==> src/rtl/fw_loader_pkg.sv <==
// fw_loader_pkg: shared types and helpers for the firmware loader.
//   state_t        - loader FSM states
//   BYTES_PER_WORD - payload bytes packed into each RAM word
//   len_overflow() - true when a requested word count exceeds the RAM
// Build option: LOADER_CSUM_EN adds a trailing XOR checksum byte to the stream.
package fw_loader_pkg;

    localparam int unsigned BYTES_PER_WORD = 4;

    typedef enum logic [2:0] {
        StLen0,
        StLen1,
        StData,
        StCsum,
        StDone,
        StErr
    } state_t;

    // A count of exactly 2**addr_w words fills the RAM and is still legal.
    function automatic logic len_overflow(input logic [15:0] len, input int unsigned addr_w);
        return {16'd0, len} > (32'd1 << addr_w);
    endfunction

endpackage

==> src/rtl/fw_word_packer.sv <==
// fw_word_packer: packs a byte stream into 32-bit little-endian words.
// Ports:
//   i_clk, i_reset  - clock, synchronous active-high reset
//   i_clear         - drop any partially assembled word
//   i_byte          - incoming byte
//   i_strobe        - i_byte is accepted this cycle
//   o_word          - assembled word, valid together with o_word_valid
//   o_word_valid    - pulses in the cycle the last byte of a word is strobed
// The word is presented combinationally so the caller can register it into
// its write port on the same edge that accepts the final byte.
module fw_word_packer
    import fw_loader_pkg::*;
(
    input  logic        i_clk,
    input  logic        i_reset,
    input  logic        i_clear,
    input  logic [7:0]  i_byte,
    input  logic        i_strobe,
    output logic [31:0] o_word,
    output logic        o_word_valid
);

    logic [1:0]  r_cnt;
    logic [23:0] r_low;

    always_ff @(posedge i_clk) begin
        if (i_reset || i_clear) begin
            r_cnt <= 2'd0;
            r_low <= 24'd0;
        end else if (i_strobe) begin
            r_cnt <= r_cnt + 2'd1;
            unique case (r_cnt)
                2'd0: r_low[7:0]   <= i_byte;
                2'd1: r_low[15:8]  <= i_byte;
                2'd2: r_low[23:16] <= i_byte;
                2'd3: ;  // top byte goes straight out on o_word
                default: ;
            endcase
        end
    end

    assign o_word       = {i_byte, r_low};
    assign o_word_valid = i_strobe && (r_cnt == 2'(BYTES_PER_WORD - 1));

endmodule

==> src/rtl/fw_loader.sv <==
// fw_loader: run-time firmware loader for the core RAM.
// Holds the core in reset, receives LEN_LO, LEN_HI (word count N), 4*N payload
// bytes and, when built with LOADER_CSUM_EN, a trailing XOR checksum byte.
// Payload is written little-endian to consecutive word addresses from 0; the
// core is released only once the whole image is in RAM and accepted.
// Ports:
//   i_clk, i_reset  - clock, synchronous active-high reset
//   i_in_data       - stream byte
//   i_in_valid      - i_in_data valid
//   o_in_ready      - loader accepts a byte this cycle
//   o_mem_we        - one-cycle RAM word write strobe
//   o_mem_addr      - RAM word address
//   o_mem_wdata     - RAM write word
//   o_core_resetn   - active-low core reset, released after a good load
//   o_done          - image loaded (sticky until reset)
//   o_error         - image rejected (sticky until reset)
// Build option: define LOADER_CSUM_EN to require and check the checksum byte.
module fw_loader
    import fw_loader_pkg::*;
#(
    parameter int unsigned ADDR_W = 12
) (
    input  logic              i_clk,
    input  logic              i_reset,
    input  logic [7:0]        i_in_data,
    input  logic              i_in_valid,
    output logic              o_in_ready,
    output logic              o_mem_we,
    output logic [ADDR_W-1:0] o_mem_addr,
    output logic [31:0]       o_mem_wdata,
    output logic              o_core_resetn,
    output logic              o_done,
    output logic              o_error
);

`ifdef LOADER_CSUM_EN
    localparam state_t StAfterData = StCsum;
`else
    localparam state_t StAfterData = StDone;
`endif

    state_t            r_state;
    logic [15:0]       r_len;
    logic [ADDR_W:0]   r_widx;  // one extra bit so N = 2**ADDR_W can be counted
    logic              r_mem_we;
    logic [ADDR_W-1:0] r_mem_addr;
    logic [31:0]       r_mem_wdata;
    logic              r_core_resetn;
    logic              r_done;
    logic              r_error;
`ifdef LOADER_CSUM_EN
    logic [7:0]        r_csum;
`endif

    logic        w_accept;
    logic [15:0] w_len_full;
    logic        w_last_word;
    logic [31:0] w_word;
    logic        w_word_valid;

    assign o_in_ready  = (r_state != StDone) && (r_state != StErr);
    assign w_accept    = i_in_valid && o_in_ready;
    assign w_len_full  = {i_in_data, r_len[7:0]};
    assign w_last_word = (32'(r_widx) + 32'd1) == {16'd0, r_len};

    fw_word_packer u_packer (
        .i_clk        (i_clk),
        .i_reset      (i_reset),
        .i_clear      (r_state != StData),
        .i_byte       (i_in_data),
        .i_strobe     (w_accept && (r_state == StData)),
        .o_word       (w_word),
        .o_word_valid (w_word_valid)
    );

    always_ff @(posedge i_clk) begin
        if (i_reset) begin
            r_state       <= StLen0;
            r_len         <= 16'd0;
            r_widx        <= '0;
            r_mem_we      <= 1'b0;
            r_mem_addr    <= '0;
            r_mem_wdata   <= 32'd0;
            r_core_resetn <= 1'b0;
            r_done        <= 1'b0;
            r_error       <= 1'b0;
`ifdef LOADER_CSUM_EN
            r_csum        <= 8'd0;
`endif
        end else begin
            r_mem_we <= 1'b0;
            if (w_word_valid) begin
                r_mem_we    <= 1'b1;
                r_mem_addr  <= r_widx[ADDR_W-1:0];
                r_mem_wdata <= w_word;
                r_widx      <= r_widx + {{ADDR_W{1'b0}}, 1'b1};
            end

            unique case (r_state)
                StLen0: begin
                    if (w_accept) begin
                        r_len[7:0] <= i_in_data;
                        r_state    <= StLen1;
                    end
                end
                StLen1: begin
                    if (w_accept) begin
                        r_len[15:8] <= i_in_data;
                        if (len_overflow(w_len_full, ADDR_W)) begin
                            r_state <= StErr;
                        end else if (w_len_full == 16'd0) begin
                            r_state <= StAfterData;
                        end else begin
                            r_state <= StData;
                        end
                    end
                end
                StData: begin
`ifdef LOADER_CSUM_EN
                    if (w_accept) begin
                        r_csum <= r_csum ^ i_in_data;
                    end
`endif
                    if (w_word_valid && w_last_word) begin
                        r_state <= StAfterData;
                    end
                end
                StCsum: begin
`ifdef LOADER_CSUM_EN
                    if (w_accept) begin
                        r_state <= (i_in_data == r_csum) ? StDone : StErr;
                    end
`else
                    r_state <= StErr;  // unreachable without the checksum option
`endif
                end
                StDone: begin
                    r_done        <= 1'b1;
                    r_core_resetn <= 1'b1;
                end
                StErr: begin
                    r_error <= 1'b1;
                end
                default: r_state <= StErr;
            endcase
        end
    end

    assign o_mem_we      = r_mem_we;
    assign o_mem_addr    = r_mem_addr;
    assign o_mem_wdata   = r_mem_wdata;
    assign o_core_resetn = r_core_resetn;
    assign o_done        = r_done;
    assign o_error       = r_error;

endmodule

==> config.mk <==
export PLATFORM = sky130hd
export DESIGN_NAME = fw_loader
export DESIGN_NICKNAME = d
export VERILOG_FILES = /design/src/rtl/fw_loader_pkg.sv /design/src/rtl/fw_word_packer.sv /design/src/rtl/fw_loader.sv
export SDC_FILE = /design/constraint.sdc
export NUM_CORES = 1
export LEC_CHECK = 0
export CAP_MARGIN = 20
export CELL_PAD_IN_SITES_DETAIL_PLACEMENT = 2
export CELL_PAD_IN_SITES_GLOBAL_PLACEMENT = 2
export CORE_MARGIN = 10
export CORE_UTILIZATION = 34
export DETAILED_ROUTE_END_ITERATION = 10
export PLACE_DENSITY = 0.84
export SYNTH_ARGS = -nofsm -noshare
export SYNTH_HDL_FRONTEND = slang
export SYNTH_SLANG_ARGS = --single-unit
==> constraint.sdc <==
create_clock -name i_clk -period 3.2 [get_ports i_clk]
set_input_delay 0.48 -clock i_clk [delete_from_list [all_inputs] [get_ports i_clk]]
set_output_delay 0.48 -clock i_clk [all_outputs]
set_load 0.05 [all_outputs]
Yosys cells after proc, flatten, opt, wreduce, memory -nomap -nowiden
Index checks and enable logic that the tools add are counted.
{ "classes": {"n_shift": 0, "eq_ne": 14, "mux": 7, "bitwise": 1, "reduce_logical": 16, "div": 0, "n_lt_le_gt_ge": 1, "n_mul": 0, "addsub": 3} }
{ "ops": {"columns": ["op", "n"], "rows": [
  ["14-bit by 16-bit equality test with 1-bit output", 1],
  ["16-bit by 13-bit > comparator with 1-bit output (second input constant)", 1],
  ["16-bit logical NOT", 1],
  ["3-bit 2-to-1 mux", 5],
  ["13-bit by 1-bit adder with 14-bit output (second input constant)", 1],
  ["13-bit by 1-bit adder with 13-bit output (second input constant)", 1],
  ["3-bit case mux with 4 select lines", 1],
  ["2-bit AND reduction", 5],
  ["3-bit equality test (second input constant)", 2],
  ["3-bit != test (second input constant)", 2],
  ["1-bit logical AND", 5],
  ["2-bit equality test (second input constant)", 2],
  ["2-bit != test (second input constant)", 2],
  ["4-bit AND reduction", 1],
  ["3-bit by 1-bit equality test with 1-bit output (second input constant)", 1],
  ["3-bit by 2-bit equality test with 1-bit output (second input constant)", 1],
  ["3-bit logical NOT", 1],
  ["3-bit by 2-bit != test with 1-bit output (second input constant)", 1],
  ["2-bit by 1-bit adder with 2-bit output (second input constant)", 1],
  ["2-bit by 1-bit equality test with 1-bit output (second input constant)", 1],
  ["2-bit logical NOT", 1],
  ["2-bit by 1-bit != test with 1-bit output (second input constant)", 1],
  ["2-bit OR reduction", 1],
  ["1-bit logical OR", 1],
  ["other kinds (2)", 2]
]} }
{ "totals": {"regBits": 105, "memories": 0, "latchBits": 0, "elab_cells": 55, "rom_bits": 0, "mem_bits_rw": 0, "output_inout_bits": 49} }

Depth between registers and ports, before layout
{ "logic_depth": {"word_depth": 8, "depth_mapped": 8, "mapped_depth_nobuf": 7} }

By module
A second synthesis with hierarchy kept.
{ "unflattened": {"cells_unflattened": 519, "hier_area_um2": 4884.7} }
{ "modules_own_cells": {"columns": ["module", "instances", "cells_each", "area_each_um2", "seq_area_each_um2"], "rows": [
  ["fw_loader", 1, 386, 3494.6, 1581.5],
  ["fw_word_packer", 1, 133, 1390.1, 520.5]
]} }

Worst setup path before layout
No wires, ideal clock.
{ "synth_path": {"kind": "reg2reg", "startpoint": "reg r_widx[0]", "endpoint": "reg r_state[1]", "period_less_slack_ps": 2048, "path_buffers": 0, "path_stages_with_launch": 8, "path_slack_ps": 1152, "setup_time_ps": 129, "arrival_ps": 1919, "cell_sequence": "dfxtp_1 -> ha_1 -> xor2_1 -> or4_4 -> nor4_2 -> nand4_1 -> a2111oi_2 -> o21ai_0"} }
{ "synth_between": {"elab_chain_cells": 5} }
{ "synth_lines": {"columns": ["item", "line", "text"], "rows": [
  ["start, declared", "fw_loader.sv:44", "logic [ADDR_W:0] r_widx;"],
  ["start signal, assigned", "fw_loader.sv:96", "r_widx <= r_widx + {{ADDR_W{1'b0}}, 1'b1};"],
  ["13-bit by 1-bit adder with 14-bit output", "fw_loader.sv:64", "assign w_last_word = (32'(r_widx) + 32'd1) == {16'd0, r_len};"],
  ["14-bit by 16-bit equality test with 1-bit output", "fw_loader.sv:64", null],
  ["1-bit logical AND", "fw_loader.sv:124", "if (w_word_valid && w_last_word) begin"],
  ["2-bit by 1-bit != test with 1-bit output (no source line)", null, null],
  ["4-bit AND reduction (no source line)", null, null],
  ["end signal, assigned", "fw_loader.sv:78", "r_state <= StLen0;"],
  ["end signal, assigned", "fw_loader.sv:125", "r_state <= StAfterData;"],
  ["end signal, assigned", "fw_loader.sv:134", "r_state <= StErr;"],
  ["end, declared", "fw_loader.sv:42", "state_t r_state;"]
]} }
Every way passes these cells.
A chain may end at the register's enable or synchronous reset.

Final worst setup path
{ "layout_path": {"startpoint": "reg r_widx[1]", "endpoint": "reg r_state[1]"} }
The elaborated chain is that of the path after synthesis.

==> results.cfg <==
[run_status]
status = finished, final reports clean

[worst_setup_path]
arrival_ps = 2760
worstPathMaxFanout = 9
r2r_setup_slack_ps = 650
r2r_cells = 7
cp_num_cells = 7
cp_top_family = simple AND/OR/NAND/NOR gates
endpoint = r_state[1]
cp_slowest_cell = or4b_2
cp-start-kind = flip-flop
worst_setup_path_end_kind = flip-flop
crit_path_start = r_widx[1]
required_ps = 3420
worstSetupPathType = flip-flop to flip-flop
path_cells = ha_1 -> nand3_1 -> or4b_2 -> o211ai_1 -> a21oi_1 -> a2111oi_2 -> o21ai_0
cpPeakStageDelay_ps = 720
reg2reg_from = r_widx[1]
path_buf_inv = 0
r2r_end = r_state[1]

[sta]
fin_tns_setup_ps = 0
finClkSkew_ps = 4.34
hold_viol_final = 0
max_freq_mhz = 393
max_slew_margin_pct = 30.1
tightest_slew_ps = 1040
holdWs_ps = 457
period_needed_ps = 2550
maxSlewViolCount = 0
rsz0062_at_grt = no
period_share_pct = 79.6
setup_viol = 0
worst_slack_ps = 653

[clock_network]
cts_root_buf = clkbuf_16
post_cts_buffers = 0
cts_resized = 0
cts_buffers = 9
cts_tree = built
htreeDepth = 3
ctsHoldBuffers = 0
clock_latency_ps = 350
cts_buffer_depth = 2
path_clk_slew_ps = 70
cts.sinks = 105

[logic_synthesis]
synth_top_family_by_area = simple AND/OR/NAND/NOR gates
synth_cell_types = 48
synthAdderAreaFrac_pct = 1.42
async_flop_share_pct = 0
yosys-top-cells-count = 157 x nand2_1, 105 x dfxtp_1, 94 x a21oi_1, 33 x nand3_1, 26 x clkbuf_1
yosys_warnings = 0
synth-edff-count = 0
synth.area.mux_share_pct = 0
ys_ff_latch = 105
synthSimpleGateAreaFrac_pct = 25.8
ys.flop_type = dfxtp_1
ys_seq_area_share_pct = 47.9
netlist.area_leader.share_pct = 47.9
synth_xor_area_share_pct = 4.79
postSynthCellCount = 555
syn_nets = 571
yosysMostFrequentCell = nand2_1
syn_area_mm2 = 0.00439
synth_compound_area_share_pct = 15.0
synth.top_cells.by_area = dfxtp_1 48%, nand2_1 13%, a21oi_1 11%
synth_top_area_cell = dfxtp_1
avgSynthCellArea_um2 = 7.91

[route]
drtPass1Iterations = 4
via_per_inst = 5.20
antenna_left = 0
routed_wl_um = 14000
drc = 0
wl_per_cell_um = 18.1
initialDrtViolationCount = 162
num_vias = 4039

[min_path]
hp-class = flip-flop to flip-flop

[finish]
regArea_mm2 = 0.00210
final_area_mm2 = 0.00543
num-nets-final = 617
fill_cells = 1456
drive_above_1_share_pct = 7.11
antennaDiodeCount = 0
areaGrowthSynthToFinish_pct = 23.6
multi_input_area_mm2 = 0.00207

[placement]
dp_hpwl_um = 10000
port_buffers = 59
place_ws_ps = 523
gp_congestion = 0.839
place_area_mm2 = 0.00513

[floorplan]
io_pins = 60
core_area_mm2 = 0.0126
die_y_um = 134
die_area_mm2 = 0.0179
initial_core_util_pct = 34.8
die_x_um = 134
num_rows = 41

[grt]
antenna_found_initial = 0
busiest_layer = met2
use_met3_pct = 3.08
overflow = 0
grt_start_max_net_pins = 50
grt.total_usage_pct = 16.0
grt_pass1_wl_um = 23300
grtUsageMet1_pct = 18.1
grtUsageMet2_pct = 28.7
grt_pass1_vias = 4450

[pwr]
vdd_ir_drop_max_mv = 0.222
p_int_mw = 1.99
power_frac_seq_pct = 51.8
combPwrFrac_pct = 4.8
p_clk_share_pct = 43.4
p_leak_nw = 1.70
power.net_switching_mw = 0.591
swShare_pct = 22.9
power_density_mw_per_mm2 = 475

[flow_run]
cap_violations = 0
==> through the flow <==
step / power, mW / utilization, % / cells
4_1_cts: 2.61 / 43.0 / 777
3_3_place_gp: 1.48 / 40.7 / 762
2_1_floorplan: 1.43 / - / 555
3_5_place_dp: 1.49 / 40.7 / 762
5_1_grt: 2.68 / 43.0 / 777
6_report: 2.58 / 43.0 / 777
==> cell families after synthesis <==
logic type                 after synthesis
and+or+nand+nor                        255
AOI/OAI and AO/OA                      117
buffers and inverters                   49
xor gates and xnor gates                24
adders and majority gates                5
DFF                                    105
==> flip-flops by register name, summed over array words and instances (netlist names) <==
register,flops
o_done,1
o_mem_wdata,32
r_state,3
r_len,16
o_mem_we,1
o_mem_addr,12
r_widx,13
u_packer.r_cnt,2
o_error,1
u_packer.r_low,24
==> cell type report <==
cell class                      count  area share (%)
Tap cell                          172            3.97
Sequential cell                   105            38.7
Timing Repair Buffer               77            13.3
Clock buffer                       10            4.40
Clock inverter                      5            1.04
Multi-Input combinational cell    401            38.1
Inverter                            7           0.484
==> how the worst min path moves through the flow <==
stage          cells after the start         endpoint  slack [ps]               from
3_3_place_gp                       2  o_mem_wdata[31]         440    o_mem_wdata[31]
2_1_floorplan                      2   o_mem_wdata[0]         430  u_packer.r_low[0]
4_1_cts                            2   o_mem_wdata[4]         460     o_mem_wdata[4]
5_1_grt                            2  o_mem_wdata[19]         470    o_mem_wdata[19]
6_report                           2   o_mem_wdata[4]         460     o_mem_wdata[4]
3_5_place_dp                       2   o_mem_wdata[6]         450     o_mem_wdata[6]
==> cells in the final DEF (no fill, tap or decap), types with 2 or more instances in the layout <==
cell	n
nor3_1	6
nand4_1	5
inv_1	7
o31a_1	2
xor2_1	7
nor2_1	24
xnor2_1	17
ha_1	5
and4_1	2
nand2_1	156
nor4_1	7
o21ai_0	4
a2111oi_2	2
clkdlybuf4s50_1	58
a21oi_1	94
a31oi_1	2
o211ai_1	3
nand3_1	33
clkbuf_16	9
o21a_1	2
dfxtp_1	105
or3_1	5
clkinv_2	2
buf_4	18
and3_1	2
nand3b_1	2
==> power by group through the flow <==
stage / sequential, mW / combinational, mW / clock, mW
2_1_floorplan: 1.36 / 0.0725 / 0
3_3_place_gp: 1.36 / 0.121 / 0
3_5_place_dp: 1.37 / 0.126 / 0
4_1_cts: 1.33 / 0.126 / 1.15
5_1_grt: 1.34 / 0.137 / 1.21
6_report: 1.34 / 0.124 / 1.12
==> worst reg2reg max path, delay by kind of cell (launching register included) <==
family                     cells  cell delay, ps
AOI/OAI and AO/OA              4             720
DFF                            1             410
adders and majority gates      1             250
and+or+nand+nor                2            1030
==> metal layers <==
metal  routed length [um]  up-vias
met5                    0        -
met4                  240        0
met3                  397       16
met2                 7270       48
met1                 6120     2005
li1                     -     1970
(Power assumes the default switching activity.)
